### config.mk
export PLATFORM = sky130hd
export DESIGN_NAME = stream_demux
export DESIGN_NICKNAME = d
export VERILOG_FILES = /design/src/rtl/stream_demux.sv
export SDC_FILE = /design/constraint.sdc
export NUM_CORES = 1
export LEC_CHECK = 0
export CAP_MARGIN = 20
export CORE_ASPECT_RATIO = 1.4
export CORE_UTILIZATION = 44
export CTS_CLUSTER_SIZE = 30
export DETAILED_ROUTE_END_ITERATION = 10
export PLACE_DENSITY = 0.88
export SYNTH_ARGS = -nofsm -noshare
export SYNTH_HDL_FRONTEND = slang
export SYNTH_SLANG_ARGS = --single-unit
### constraint.sdc
create_clock -name clk -period 2.43 [get_ports clk]
set_input_delay 0.486 -clock clk [delete_from_list [all_inputs] [get_ports clk]]
set_output_delay 0.486 -clock clk [all_outputs]
set_load 0.01 [all_outputs]
### src/rtl/stream_demux.sv
// Registered 1-to-N packet demultiplexer with valid/ready on every port.
// Routes each packet by its first beat to one channel or broadcasts it to all;
// packets aimed at a missing channel are swallowed and counted.
module stream_demux #(
  parameter int WIDTH = 8,
  parameter int N     = 8,
  parameter int SW    = 3,
  parameter int CW    = 8
) (
  input  logic             clk,
  input  logic             clrn,
  input  logic             in_valid,
  output logic             in_ready,
  input  logic [WIDTH-1:0] in_data,
  input  logic             in_last,
  input  logic [SW-1:0]    in_sel,
  input  logic             in_bcast,
  output logic [N-1:0]     out_valid,
  input  logic [N-1:0]     out_ready,
  output logic [WIDTH-1:0] out_data,
  output logic             out_last,
  output logic [CW-1:0]    drop_cnt,
  output logic             busy
);

  typedef enum logic [1:0] {
    IDLE,
    FWD,
    DROP
  } state_e;

  localparam logic [SW:0]  NUM_CH = (SW + 1)'(N);
  localparam logic [N-1:0] ALL_CH = {N{1'b1}};

  state_e           state_q, state_d;
  logic [N-1:0]     rmask_q, rmask_d;
  logic [N-1:0]     pend_q, pend_d;
  logic [WIDTH-1:0] data_q, data_d;
  logic             last_q, last_d;
  logic [CW-1:0]    drop_cnt_q, drop_cnt_d;

  logic             sel_ok;
  logic             will_drop;
  logic             accept;
  logic [N-1:0]     first_mask;
  logic [N-1:0]     load_mask;

  always_comb begin
    sel_ok     = {1'b0, in_sel} < NUM_CH;
    first_mask = '0;
    if (in_bcast) begin
      first_mask = ALL_CH;
    end else if (sel_ok) begin
      first_mask = N'(1) << in_sel;
    end
    load_mask = (state_q == IDLE) ? first_mask : rmask_q;
    will_drop = (state_q == DROP) || ((state_q == IDLE) && !in_bcast && !sel_ok);
    // A forwarded beat may enter only if every pending channel completes now.
    in_ready  = will_drop || ((pend_q & ~out_ready) == '0);
    accept    = in_valid && in_ready;

    state_d    = state_q;
    rmask_d    = rmask_q;
    pend_d     = pend_q & ~out_ready;
    data_d     = data_q;
    last_d     = last_q;
    drop_cnt_d = drop_cnt_q;

    if (accept) begin
      if (will_drop) begin
        if ((state_q == IDLE) && (drop_cnt_q != {CW{1'b1}})) begin
          drop_cnt_d = drop_cnt_q + CW'(1);
        end
        state_d = in_last ? IDLE : DROP;
      end else begin
        pend_d  = load_mask;
        rmask_d = load_mask;
        data_d  = in_data;
        last_d  = in_last;
        state_d = in_last ? IDLE : FWD;
      end
    end
  end

  always_ff @(posedge clk) begin
    if (!clrn) begin
      state_q    <= IDLE;
      rmask_q    <= '0;
      pend_q     <= '0;
      data_q     <= '0;
      last_q     <= 1'b0;
      drop_cnt_q <= '0;
    end else begin
      state_q    <= state_d;
      rmask_q    <= rmask_d;
      pend_q     <= pend_d;
      data_q     <= data_d;
      last_q     <= last_d;
      drop_cnt_q <= drop_cnt_d;
    end
  end

  assign out_valid = pend_q;
  assign out_data  = data_q;
  assign out_last  = last_q;
  assign drop_cnt  = drop_cnt_q;
  assign busy      = (state_q != IDLE) || (pend_q != '0);

endmodule

==> results.cfg <==
[outcome]
outcome = finished clean

[yosys]
netlist_instances = 149
synth_area_leaders = dfxtp_1, o221a_4, nand2_1, o2bb2ai_1, o21a_1
synth.most_common_cell = dfxtp_1
synth-edff-count = 0
yosysTopAreaCellShare_pct = 48.4
ys_dominant_reg_cell = dfxtp_1
ys_ff_latch = 35
yosys.area.top_type = dfxtp_1
synth_common_cells = dfxtp_1, nand2_1, nand3_1, o21ai_0
netlist_area_mm2 = 0.00145
synth_cell_types = 27
yosysWarnings = 0
syn_avg_cell_area_um2 = 9.72
ys_seq_area_share_pct = 48.4
async_reset_ff_share_pct = 0
synthesis.nets = 173

[timing]
drv_slew = 0
tns_ns = 0
setup_viol = 0
final.period_utilization_pct = 95.5
timing.fmax_ghz = 0.431
holdWs_ns = 0.459
setup_slack_ns = 0.110
rsz0062_at_grt = false
clock_skew_ns = 0.00742
worstMarginPinSlew_ns = 0.379
relSlewSlack_pct = 74.7
min_period_ns = 2.32
hold_viol = 0

[run]
drv_cap = 0

[power_and_ir_drop]
p_switching_mw = 0.452
vdd_drop_max_v = 0.000580
power_switching_share_pct = 28.9
internal_power_mw = 1.11
power_frac_clock_pct = 25.8
power.density_mw_per_mm2 = 729
seqPwrFrac_pct = 43.5
pwr-share-comb_pct = 30.7
p_leak_nw = 0.803
finalPower_mw = 1.56

[die]
ioPinCount = 51
die-area_mm2 = 0.00353
placementRows = 24
design.core.area_mm2 = 0.00312
die_h_um = 69.9
dieWidth_um = 50.5
initial_utilization_pct = 46.4

[drt]
drt_first_iter_violations = 37
viasPerCell = 5.26
vias = 1304
dr.pass1.iters = 4
drc = 0
wl_per_cell_um = 14.5
wl_mm = 3.60
ant_nets = 0

[clock_network]
path_clk_slew_ns = 0.06
cts_root_buffer = clkbuf_8
clk_latency_ns = 0.29
cts_max_path_buffers = 2
cts_hold_buf = 0
numCtsBuffers = 5
clkSinkCount = 35
htreeDepth = 2
cts_tree = built

[placement]
portBuffers = 50
place_hpwl_mm = 2.66
dp_worst_setup_slack_ns = -0.364
gp_congestion = 0.750

[critical_path]
r2r_cells = 8
critPathLaunchType = input port
crit_path_end = in_ready
required_ns = 1.94
crit_start = out_ready[4]
cp.arrival_ns = 1.83
worstSetupPathType = in -> out
regToRegStartpoint = out_valid[4]
end_kind = primary output
timing.rr.end = out_data[2]
r2r_slack_ns = 0.45
cp_max_fo = 2

[finish]
nNetsFinal = 232
drive_gt1_share_pct = 14.8
final_core_util_pct = 68.7
area_growth_pct = 48.1
antenna_cells = 0

[grt]
grt_util_all_layers_pct = 23.0
grt_pass1_wl_mm = 6.09
grt_max_degree = 36
antenna_found_initial = 0
grt-ovfl-total = 0
grt_pass1_vias = 1396

[worst_hold_path]
hold_class = reg -> reg
hold_path_depth = 1
[power by group through the flow]
stage / Clock (mW) / Combinational, mW / Sequential (mW)
finish: 0.403 / 0.480 / 0.680
global route: 0.438 / 0.515 / 0.688
CTS: 0.410 / 0.489 / 0.680
detailed placement: 0 / 0.485 / 0.692
global placement: 0 / 0.471 / 0.686
floorplan: 0 / 0.231 / 0.701
[critical path: stages]
cell and delay (ns):
clkdlybuf4s50_1 0.45, nor2b_1 0.06, or4_4 0.54, o21ai_1 0.14
buf_2 0.15
[layout make-up]
type	count	area (um2)
Clock buffer	6	72.6
Clock inverter	2	12.5
Fill cell	234	978
Inverter	2	7.51
Multi-Input combinational cell	102	692
Sequential cell	35	701
Tap cell	39	48.8
Timing Repair Buffer	62	611
[state kept, by name, indices dropped and copies added (netlist names)]
| name | cells |
|---|---|
| state_q | 2 |
| out_data | 8 |
| out_valid | 8 |
| drop_cnt | 8 |
| rmask_q | 8 |
| out_last | 1 |
[worst min path at each step]
| stage | startpoint | endpoint | slack (ns) |
|---|---|---|---|
| 5_1_grt | drop_cnt[0] | drop_cnt[0] | 0.48 |
| 3_5_place_dp | drop_cnt[4] | drop_cnt[4] | 0.45 |
| 6_report | drop_cnt[0] | drop_cnt[0] | 0.46 |
| 2_1_floorplan | rmask_q[0] | rmask_q[0] | 0.44 |
| 4_1_cts | out_data[3] | out_data[3] | 0.46 |
| 3_3_place_gp | drop_cnt[2] | drop_cnt[2] | 0.44 |
[layout by cell type (no fill, tap or decap)]
cell type	n
o21ai_0	9
o221a_2	3
a311oi_1	1
o221a_4	4
clkdlybuf4s50_1	49
nor3_4	1
nor3b_2	1
nand3_1	11
o2bb2ai_1	8
a31oi_1	3
nand3b_1	1
nor2_1	4
and2_1	8
clkbuf_1	1
clkbuf_8	5
nand2b_1	1
clkinvlp_4	1
nor4_1	2
nand2_1	19
o21a_1	8
o21ai_1	1
nor2b_1	8
or4_4	2
dfxtp_1	35
and3b_1	2
inv_1	2
buf_2	1
clkinv_2	1
nor3b_1	3
nor3_1	1
or3_1	1
buf_12	2
buf_4	10
[stage by stage]
| stage | cells | cell area (um2) |
|---|---|---|
| 4_1_cts | 248 | 2150 |
| 3_3_place_gp | 240 | 2060 |
| 3_5_place_dp | 240 | 2060 |
| 6_report | 248 | 2140 |
| 5_1_grt | 248 | 2140 |
| 2_1_floorplan | 149 | 1450 |
[per-layer routing]
metal  vias up  global-route usage [%]  routed length, um
met2        39                    42.1               2020
met5         -                       0                  0
li1        648                       -                  -
met4         0                    11.1                 57
met3         6                    7.19                186
met1       611                    22.3               1350
[what timing repair did]
item                       4_1_cts  5_1_grt
setup buffers                    0        0
setup endpoints to repair        1        1
gates resized for setup          5        1
[kinds of logic (layout without fill, tap and decap cells)]
group                  Yosys count  in the layout  share of synthesized area [%]
and+or+nand+nor                 65             65                           25.6
buffers and inverters           12             72                           3.80
AOI/OAI and AO/OA               37             37                           22.2
DFF                             35             35                           48.4
Power figures use the tool's default switching activity.
